==> config.mk <==
export PLATFORM = sky130hd
export DESIGN_NAME = key_step_counter
export DESIGN_NICKNAME = d
export VERILOG_FILES = /design/src/rtl/key_step_counter.sv
export SDC_FILE = /design/constraint.sdc
export NUM_CORES = 1
export LEC_CHECK = 0
export CAP_MARGIN = 15
export CORE_AREA = 5 5 85 87
export DETAILED_ROUTE_END_ITERATION = 8
export DIE_AREA = 0 0 90 92
export SLEW_MARGIN = 10
export SYNTH_ARGS = -nofsm -noshare
export SYNTH_HDL_FRONTEND = slang
export SYNTH_SLANG_ARGS = --single-unit
==> constraint.sdc <==
create_clock -name clk -period 3.5 [get_ports clk]
set_input_delay 1.05 -clock clk [delete_from_list [all_inputs] [get_ports clk]]
set_output_delay 1.05 -clock clk [all_outputs]
set_load 0.1 [all_outputs]
==> src/rtl/key_step_counter.sv <==
// rtl/key_step_counter.sv - debounced inc/dec key counter with parallel load, 0..15 value for the hex display path
// Optional auto-repeat while a key is held: define AUTO_REPEAT_EN.
`timescale 1ns/1ps
module key_step_counter #(
    parameter int DEBOUNCE_CYCLES = 500000,
    parameter int WRAP            = 1,
    parameter int REPEAT_DELAY    = 25000000,
    parameter int REPEAT_PERIOD   = 5000000
) (
    input  logic       clk,
    input  logic       rst_n,
    input  logic       key_inc_n,
    input  logic       key_dec_n,
    input  logic       load,
    input  logic [3:0] load_val,
    output logic [3:0] value,
    output logic       ge_ten,
    output logic       upd
);

    localparam int CW = $clog2(DEBOUNCE_CYCLES);
    localparam logic [CW-1:0] CNT_MAX = CW'(DEBOUNCE_CYCLES - 1);
    localparam logic [CW-1:0] CNT_ONE = CW'(1);

    typedef enum logic [1:0] {IDLE, ARM, HELD, REL} key_state_e;

    // Index 0 is the increment key, index 1 the decrement key.
    logic [1:0]    sync1_q, sync2_q;
    key_state_e    state_q [2];
    logic [CW-1:0] cnt_q   [2];
    logic [1:0]    step_req;

    logic [3:0]    value_q, value_d;
    logic          ge_q, ge_d;
    logic          upd_q, upd_d;

    always_ff @(posedge clk or negedge rst_n) begin
        if (!rst_n) begin
            sync1_q <= 2'b11;
            sync2_q <= 2'b11;
        end else begin
            sync1_q <= {key_dec_n, key_inc_n};
            sync2_q <= sync1_q;
        end
    end

    always_ff @(posedge clk or negedge rst_n) begin
        if (!rst_n) begin
            for (int k = 0; k < 2; k++) begin
                state_q[k] <= IDLE;
                cnt_q[k]   <= '0;
            end
        end else begin
            for (int k = 0; k < 2; k++) begin
                case (state_q[k])
                    IDLE: begin
                        if (!sync2_q[k]) begin
                            state_q[k] <= ARM;
                            cnt_q[k]   <= '0;
                        end
                    end
                    ARM: begin
                        if (sync2_q[k]) begin
                            state_q[k] <= IDLE;
                            cnt_q[k]   <= '0;
                        end else if (cnt_q[k] == CNT_MAX) begin
                            state_q[k] <= HELD;
                            cnt_q[k]   <= '0;
                        end else begin
                            cnt_q[k] <= cnt_q[k] + CNT_ONE;
                        end
                    end
                    HELD: begin
                        if (sync2_q[k]) begin
                            state_q[k] <= REL;
                            cnt_q[k]   <= '0;
                        end
                    end
                    REL: begin
                        // A bounce back low during release resumes HELD without a new step.
                        if (!sync2_q[k]) begin
                            state_q[k] <= HELD;
                            cnt_q[k]   <= '0;
                        end else if (cnt_q[k] == CNT_MAX) begin
                            state_q[k] <= IDLE;
                            cnt_q[k]   <= '0;
                        end else begin
                            cnt_q[k] <= cnt_q[k] + CNT_ONE;
                        end
                    end
                    default: begin
                        state_q[k] <= IDLE;
                        cnt_q[k]   <= '0;
                    end
                endcase
            end
        end
    end

`ifdef AUTO_REPEAT_EN
    localparam int RW = $clog2(REPEAT_DELAY + 1);
    localparam logic [RW-1:0] REP_MAX    = RW'(REPEAT_DELAY - 1);
    localparam logic [RW-1:0] REP_RELOAD = RW'(REPEAT_DELAY - REPEAT_PERIOD);
    localparam logic [RW-1:0] REP_ONE    = RW'(1);

    logic [RW-1:0] rep_q [2];

    // Reloading to DELAY-PERIOD makes every later repeat land PERIOD cycles apart.
    always_ff @(posedge clk or negedge rst_n) begin
        if (!rst_n) begin
            for (int k = 0; k < 2; k++) rep_q[k] <= '0;
        end else begin
            for (int k = 0; k < 2; k++) begin
                if (state_q[k] != HELD) rep_q[k] <= '0;
                else if (rep_q[k] == REP_MAX) rep_q[k] <= REP_RELOAD;
                else rep_q[k] <= rep_q[k] + REP_ONE;
            end
        end
    end
`else
    if (REPEAT_DELAY < 1 || REPEAT_PERIOD < 1) begin : g_repeat_unused
    end
`endif

    // Requests are decoded from registered state so the step lands on the ARM->HELD edge.
    always_comb begin
        step_req = '0;
        for (int k = 0; k < 2; k++) begin
            step_req[k] = (state_q[k] == ARM) && !sync2_q[k] && (cnt_q[k] == CNT_MAX);
`ifdef AUTO_REPEAT_EN
            if ((state_q[k] == HELD) && !sync2_q[k] && (rep_q[k] == REP_MAX)) step_req[k] = 1'b1;
`endif
        end
    end

    always_comb begin
        value_d = value_q;
        upd_d   = 1'b0;
        if (load) begin
            value_d = load_val;
            upd_d   = 1'b1;
        end else if (step_req[0] ^ step_req[1]) begin
            upd_d = 1'b1;
            if (step_req[0]) begin
                if (!(value_q == 4'hF && WRAP == 0)) value_d = value_q + 4'd1;
            end else begin
                if (!(value_q == 4'h0 && WRAP == 0)) value_d = value_q - 4'd1;
            end
        end
        ge_d = (value_d >= 4'd10);
    end

    always_ff @(posedge clk or negedge rst_n) begin
        if (!rst_n) begin
            value_q <= 4'd0;
            ge_q    <= 1'b0;
            upd_q   <= 1'b0;
        end else begin
            value_q <= value_d;
            ge_q    <= ge_d;
            upd_q   <= upd_d;
        end
    end

    assign value  = value_q;
    assign ge_ten = ge_q;
    assign upd    = upd_q;

endmodule

**Word-level counts from Yosys, hierarchy flattened**

Cells that the tools add are included.

- Add/sub/neg operators: 4
- Order comparisons: 1
- Equal/unequal tests: 16
- Multiplexer cells: 31
- Bitwise logic cells: 1
- Reduce and logical (&&, ||, !) cells: 12

Operator list:

| kind | number |
|---|---|
| 2-to-1 mux 19 bit | 10 |
| case mux 19 bit (4 select lines) | 2 |
| adder 19 x 1 -> 19 bit, second input constant | 2 |
| equality test 19 bit, second input constant | 2 |
| 2-to-1 mux 2 bit | 12 |
| case mux 2 bit (4 select lines) | 2 |
| 2-to-1 mux 4 bit | 3 |
| inequality test 3 bit, second input constant | 4 |
| equality test 2 bit, second input constant | 4 |
| inequality test 2 bit, second input constant | 4 |
| AND reduction 4 bit | 2 |
| adder 4 x 1 -> 4 bit, second input constant | 1 |
| equality test 2 x 1 -> 1 bit, second input constant | 2 |
| greater-or-equal comparator 4 bit, second input constant | 1 |
| logical AND 1 bit | 4 |
| logical NOT 2 bit | 2 |
| AND reduction 2 bit | 2 |
| subtractor 4 x 1 -> 4 bit, second input constant | 1 |
| logical NOT 1 bit | 2 |
| 2-to-1 mux 1 bit | 2 |
| bitwise XOR 1 bit | 1 |

- Register bits: 52
- Input bits: 9
- Output and inout bits: 6
- Word-level logic and storage cells: 74

**Longest topological paths before layout**

Gate-level depths: netlist (run 1).

- Word-level depth: 7
- Depth in mapped cells: 9
- Gate-level depth less buffers: 9

**Least setup slack after synthesis (run 1)**

OpenSTA, ideal clock, no wires.

- Path kind: reg2reg
- Start: reg cnt_q[25] (netlist bit)
- End: reg ge_q (netlist: ge_ten)
- Library setup time: 67 ps
- Arrival: 2507 ps
- Data required time: 3433 ps
- Slack: 926 ps
- Stages on the path, launching flop included: 10
- Buffers on the path: 0
- Clock period less this slack: 2574 ps
- Cells stage by stage: dfrtp_1 nor4b_1 nand4_1 or3_1 ha_1 a21o_1 a21oi_1 mux2i_1 mux2i_1 o221a_1

- Word-level cells in the longest chain between the ends: 6
- Elaborated cells between the ends (all ways): 7
- Classes of those cells: order compare: 1; eq/ne: 1; mux: 3; bitwise: 1; reduce/logical: 1

Ends and longest elaborated chain:

| element | line | text |
|---|---|---|
| start, declared | 30 | `logic [CW-1:0] cnt_q [2];` |
| start signal, assigned by index | 70 | `cnt_q[k] <= cnt_q[k] + CNT_ONE;` |
| start signal, assigned by index | 88 | `cnt_q[k] <= cnt_q[k] + CNT_ONE;` |
| equality test 19 bit (*) | 129 | `step_req[k] = (state_q[k] == ARM) && !sync2_q[k] && (cnt_q[k] == CNT_MAX);` |
| logical AND 1 bit (*) | 129 |  |
| 2-to-1 mux 4 bit or bitwise XOR 1 bit (tied branches) | 144, 142 |  |
| 2-to-1 mux 4 bit (*) | 142 | `end else if (step_req[0] ^ step_req[1]) begin` |
| 2-to-1 mux 4 bit (*) | 139 | `if (load) begin` |
| greater-or-equal comparator 4 bit (*) | 150 | `ge_d = (value_d >= 4'd10);` |
| via ge_d | 34 | `logic ge_q, ge_d;` |
| end signal, assigned | 160 | `ge_q <= ge_d;` |
| end, declared | 34 |  |

The timed path passes the listed nets; every way through them passes the cells marked *.
A chain may end at the register's enable or synchronous reset.

**Final worst setup path (run 1)**

- Start: reg cnt_q[26] (netlist bit)
- End: reg ge_q (netlist: ge_ten)

Same word-level chain as after synthesis.

==> results of run 1 <==
[kinds of logic (layout without fill, tap and decap cells)]
group / after synthesis / in the layout
multiplexers: 2 / 2
XOR/XNOR: 12 / 12
AND/OR/NAND/NOR: 138 / 138
AO/OA/AOI/OAI: 85 / 85
adder cells (fa/ha/maj): 5 / 5
buffers and inverters: 17 / 34
flip-flops: 52 / 52
[layout make-up]
class | instances | area, µm²
clock buffers | 8 | 90.09
fillers | 593 | 3168
inverters | 7 | 26.28
multi-input cells | 242 | 1433
flip-flops and latches | 52 | 1306
well taps | 77 | 96.34
repair buffers | 19 | 157.7
[worst max path at each step]
stage / start / to / slack (ns) / cells after the start
2_1_floorplan: cnt_q[25] / ge_ten / 0.93 / 9
5_1_grt: cnt_q[30] / ge_ten / 0.39 / 9
3_5_place_dp: cnt_q[26] / ge_ten / 0.67 / 9
6_report: cnt_q[26] / ge_ten / 0.65 / 9
4_1_cts: cnt_q[26] / ge_ten / 0.63 / 9
3_3_place_gp: cnt_q[26] / ge_ten / 0.72 / 9
[worst max-delay path: cells and delay by family (launching register included)]
| kind | cells | cell delay (ns) |
|---|---|---|
| multiplexers | 2 | 0.47 |
| AND/OR/NAND/NOR | 3 | 1.03 |
| AO/OA/AOI/OAI | 3 | 0.50 |
| adder cells (fa/ha/maj) | 1 | 0.32 |
| flip-flops | 1 | 0.47 |
[sequential cells by signal (all words and copies together) (netlist names), named ones only]
register  flops
ge_ten        1
sync2_q       2
sync1_q       2
cnt_q        38
value         4
state_q       2
upd           1
[per-layer routing]
metal,share of wire [%],track usage [%]
met4,1.3,4.094
met5,0,0
met3,2.9,2.700
met2,44,22.74
met1,52,21.37
[power by group through the flow]
stage | Sequential, mW | Clock [mW] | Combinational [mW]
after global routing | 0.733 | 0.394 | 0.589
after floorplan | 0.764 | 0 | 0.341
after detailed placement | 0.730 | 0 | 0.527
final | 0.719 | 0.353 | 0.523
after CTS | 0.719 | 0.368 | 0.530
after global placement | 0.729 | 0 | 0.521
[through the flow]
stage / power [mW] / hold WS, ns / setup slack [ns]
after CTS: 1.617 / 0.3599 / 0.6299
after global placement: 1.249 / 0.3461 / 0.7185
after floorplan: 1.105 / 0.3452 / 0.9260
after global routing: 1.716 / 0.3705 / 0.3947
after detailed placement: 1.257 / 0.3472 / 0.6653
final: 1.596 / 0.3593 / 0.6510
[cell usage in the layout (no fill, tap or decap), drive strengths merged, types with 3 or more instances in the layout]
cell type,netlist,routed
clkdlybuf4s50,0,7
and3,10,10
clkbuf,8,8
a31oi,6,6
xnor2,7,7
dfrtp,48,48
nor4,6,6
ha,4,4
buf,2,12
nand2,35,35
nor2b,4,4
xor2,5,5
o41ai,3,3
nand2b,4,4
o31ai,11,11
nand3,11,11
nor2,32,32
dfstp,4,4
or3,6,6
and2,4,4
a21oi,9,9
o21ai,45,45
nand4,10,10
or2,3,3
inv,7,7
==> metrics.txt, run 1 <==
Seq pwr share between 40% and 50%; reg2reg setup slack ~0.65 ns; WP data required ~3.7 ns; clock-pin slew on the worst setup and hold paths ~0.10 ns; Async S/R FF share, synth 100.0%; Final Non-Filler Cells 405; compound-cell area share of the yosys netlist a little under a fifth; DRC Markers 0; commonest cells in the netlist 48 x dfrtp_1, 35 x nand2_1, 32 x nor2_1; Arrival @ worst endpoint 3.09 ns; HPWL after DPL roughly 4000 µm; largest area contributor in the netlist dfrtp_1; Psw approximately 0.61 mW; Pwr Density 513.3 mW/mm²; Syn Inst Count 311; GP Congestion around 0.86; flops & latches, synth 52; Final #Nets 341; RSZ-0062 raised after global routing false; die area 0.008280 mm²; XOR/XNOR Fraction of Synth Area approximately 3.8%; Hold Crit Class reg2reg; Worst R2R Start cnt_q[26]; HP Start sync1_q[0]; CP dominant cell by count mux2i_1; Crit-path slowest cell or3_1; syn avg cell area between 9 and 10 µm²; antenna cells 0; post-CTS setup buffers 0; final WL roughly 6000 µm; Worst Path Max Fanout 8; detailed-router iteration count before antenna repair 4; CTS Sinks 52; Clock Latency Late Sink 0.30 ns; H-tree levels 2; Finished Cell Area 0.003109 mm²; final setup violation count 0; final setup TNS 0 ns; Critical Path Start Type flop; vias 2287; Post-synth EDFFs 0; Final Hold Vio Count 0; Tmin final 2.849 ns; average wire per standard cell about 14 µm; hold_buf cts 0; initial antenna violation count 0; Synth Area in Adders roughly 2.5%; Cell Area, Synth between 0.002 and 0.003 mm²; CTS Buf Count 5; vias in the first global route 2155; Worst path max stage delay 0.51 ns; post-synth net total about 330; Layout area overhead 11.04%; P_int 0.9908 mW; Worst-Margin Slew ~0.87 ns; post-synthesis simple-gate area fraction between 20% and 30%; ratio of cells with drive above 1 in the final layout a little under a tenth; Worst VDD drop approximately 0.27 mV; # IOs 15; Leak 1.260 nW; CP Class reg2reg; clock root buffer master clkbuf_8; max_cap viols 0; Unique masters post-synth 48; Die Wd about 90 µm; Initial Util around 45%; Reg2Reg Depth 9; Slew Viols, Final 0; Cell Rows 29; CTS Buffer Depth 2; Chip Height between 90 and 100 µm; worst-path cell chain nor4b_1 -> nand4_1 -> or3_1 -> ha_1 -> a21o_1 -> a21oi_1 -> mux2i_1 -> mux2i_1 -> o221a_1; Sw Share between 30% and 40%; hold depth 0; post-synthesis mux area share 0.7149%; cts repair resizes 0; placed cell area roughly 0.0030 mm²; Inst Count DP just under 400; top-area cell type share of the netlist area a little over two fifths; Antenna Nets Post-Route 0; crit end category flop; slew margin rel. between 40% and 50%; skew final around 0.012 ns; largest net degree at the start of global routing 36; Ys Warns 0; status finished clean; critical register-to-register path endpoint ge_ten; GR Util All Layers between 10% and 20%; Fmax ~350 MHz; main combinational cell family by area after synthesis simple AND/OR/NAND/NOR gates; final core occ between 40% and 50%; first-pass GRT wire length between 10000 and 15000 µm; Hold Crit Endpoint sync2_q[0]; Gate power share ~33%; total congestion overflow 0; Seq/Total Area, Yosys between 40% and 50%; main flop type after synthesis dfrtp_1; Clock power frac between 20 and 25%; Core Footprint 0.006277 mm²; fin crit share between 80% and 90%; port buffer count 14; most frequent cell after synthesis dfrtp_1; top cells by area in the synthesized netlist dfrtp_1 43%, o21ai_1 5.2%, nand2_1 4.7%; CTS tree done; initial DRC count between 80 and 90; vias per std cell ~5.6
No activity file was read; power rests on OpenSTA's default activity.
==> inputs of run 2 (changes only) <==
==> constraint.sdc (replaced) <==
create_clock -name clk -period 2.6 [get_ports clk]
set_input_delay 0.78 -clock clk [delete_from_list [all_inputs] [get_ports clk]]
set_output_delay 0.78 -clock clk [all_outputs]
set_load 0.1 [all_outputs]
==> run 2 against run 1 <==
  * Wire length grew 6.4%
  * Sequential share of layout area shrank 3.4 points
  * Critical endpoint unchanged
  * Count of clock-buffer cells in the layout shrank 1
==> metrics.txt, run 2 (synthesis gave the netlist of run 1 again) <==
Arrival @ worst endpoint 2.77 ns (-0.32 ns); placed cell area 0.003249 mm² (+7.6%); Hold Crit Class reg2reg; WP depth 8 (-1); highest-count cells in the layout ignoring fill and taps 48 x dfrtp_1, 40 x buf_4, 35 x nand2_1; DRC Markers 0 (unchanged); Final Non-Filler Cells 435 (+7.4%); ratio of cells with drive above 1 in the final layout 18.44% (+9.3 points); average wire per standard cell 14.32 µm (-0.92%); initial antenna violation count 0 (unchanged); Antenna Nets Post-Route 0 (unchanged); # IOs 15 (unchanged); total congestion overflow 0 (unchanged); busiest grt layer met2; RSZ-0062 raised after global routing true; Clock Latency Late Sink 0.31 ns (about the same); vias in the first global route 2268 (+5.2%); Critical Path Sink ge_ten; CTS Buffer Depth 2 (unchanged); skew final 0.005625 ns (-0.006717 ns); CP Class reg2reg; commonest non-fill, non-tap cell in the layout dfrtp_1; Inst Count DP 426 (+7.3%); die area 0.008280 mm² (unchanged); GR Util All Layers 15.59% (+0.82 points); hold_buf cts 0 (unchanged); WP data required 2.80 ns (-0.94 ns); H-tree levels 2 (unchanged); final core occ 53.92% (+4.4 points); hold depth 0 (unchanged); reg2reg setup slack 0.03 ns (-0.62 ns); met1 usage 22.33% (+0.96 points); max reg flops 38 (unchanged); critical register-to-register path endpoint ge_ten; Critical Path Start Type flop; CTS Buf Count 5 (unchanged); M3 GR Usage 3.110% (+0.41 points); first-pass GRT wire length 10830 µm (+4.0%); delay-heaviest family, CP simple AND/OR/NAND/NOR gates; slew margin rel. 57.06% (+15 points); vias 2411 (+5.4%); Layout area overhead 20.87%; CTS tree done; Pwr Density 660.4 mW/mm² (+29%); Worst VDD drop 0.3592 mV (+35%); HPWL after DPL 4503 µm (+9.4%); worst-path cell chain nor4b_2 -> nand4_1 -> or3_4 -> fa_1 -> xor2_1 -> a211o_2 -> o311a_2 -> o221a_1; final WL 6229 µm (+6.4%); Crit-path slowest cell or3_4; Final Hold Vio Count 0 (unchanged); crit end category flop; Final #Nets 371 (+8.8%); Slew Viols, Final 0 (unchanged); Reg2Reg Depth 8 (-1); crit path from cnt_q[30]; detailed-router iteration count before antenna repair 4 (unchanged); Cell Rows 29 (unchanged); final setup TNS 0 ns (unchanged); CTS Sinks 52 (unchanged); GP Congestion 0.8325 (-3.5%); clock root buffer master clkbuf_8; Initial Util 44.61% (unchanged); Worst path max stage delay 0.47 ns (-0.04 ns); port buffer count 14 (unchanged); final setup violation count 0 (unchanged); Worst-Margin Slew 0.6382 ns (-0.2308 ns); CP bufs+invs 0 (unchanged); Core Footprint 0.006277 mm² (unchanged); final hold slack 0.3603 ns (+0.001071 ns); antenna cells 0 (unchanged); fin crit share 98.79% (+17 points); Chip Height 92 µm (unchanged); clock-pin slew on the worst setup and hold paths 0.09 ns (about the same); GR met2 Demand/Resource 24.21% (+1.5 points); Final WS setup 0.03149 ns (-0.6195 ns); Worst Path Max Fanout 5 (-3); Fmax 389.3 MHz (+11%); initial DRC count 82 (-1.2%); largest net degree at the start of global routing 30 (-17%); max_cap viols 0 (unchanged); Die Wd 90 µm (unchanged); register with the most flip-flops cnt_q; Power, Total 2.235 mW (+40%); vias per std cell 5.543 (-1.8%); Finished Cell Area 0.003385 mm² (+8.9%); Leak 1.425 nW (+13%); Tmin final 2.569 ns (-0.2805 ns); Place WS -0.1574 ns (-0.8226 ns); status finished clean; Worst R2R Start cnt_q[30]
-- run 2: worst register-to-register path, stage by stage, from the launching register on --
cell and delay (ns):
dfrtp_1 0.40, nor4b_2 0.28, nand4_1 0.16, or3_4 0.47
fa_1 0.39, xor2_1 0.15, a211o_2 0.26, o311a_2 0.14
o221a_1 0.22
-- run 2: where the power goes --
part           internal, mW  switching, mW
combinational         0.299          0.506
sequential            0.884         0.0614
clock                 0.217          0.268
total                  1.40          0.835
-- run 2: worst min-delay path by stage --
| stage | from | end |
|---|---|---|
| floorplan | sync1_q[0] | sync2_q[0] |
| global placement | sync1_q[1] | sync2_q[1] |
| detailed placement | sync1_q[1] | sync2_q[1] |
| CTS | sync1_q[1] | sync2_q[1] |
| global route | sync1_q[1] | sync2_q[1] |
| finish | sync1_q[1] | sync2_q[1] |
-- run 2: per-layer routing --
metal  vias to the layer above  wire length [µm]
li1                       1221                 -
met1                      1136              3101
met2                        45              2810
met3                         9               216
met4                         0               100
met5                         -                 0
-- run 2: area by class of cell --
class	instances	area [µm²]
Clock buffer	7	86.33
Clock inverter	1	7.507
Fill cell	597	2893
Inverter	7	26.28
Multi-Input combinational cell	242	1466
Sequential cell	52	1306
Tap cell	77	96.34
Timing Repair Buffer	49	395.4
-- run 2: repair_timing --
| item | CTS | global route |
|---|---|---|
| buffers inserted | 0 | 1 |
| gates resized for setup | 3 | 2 |
| hold endpoints to repair | 0 | 0 |
| pin swaps | 2 | 5 |
| setup endpoints to repair | 2 | 2 |
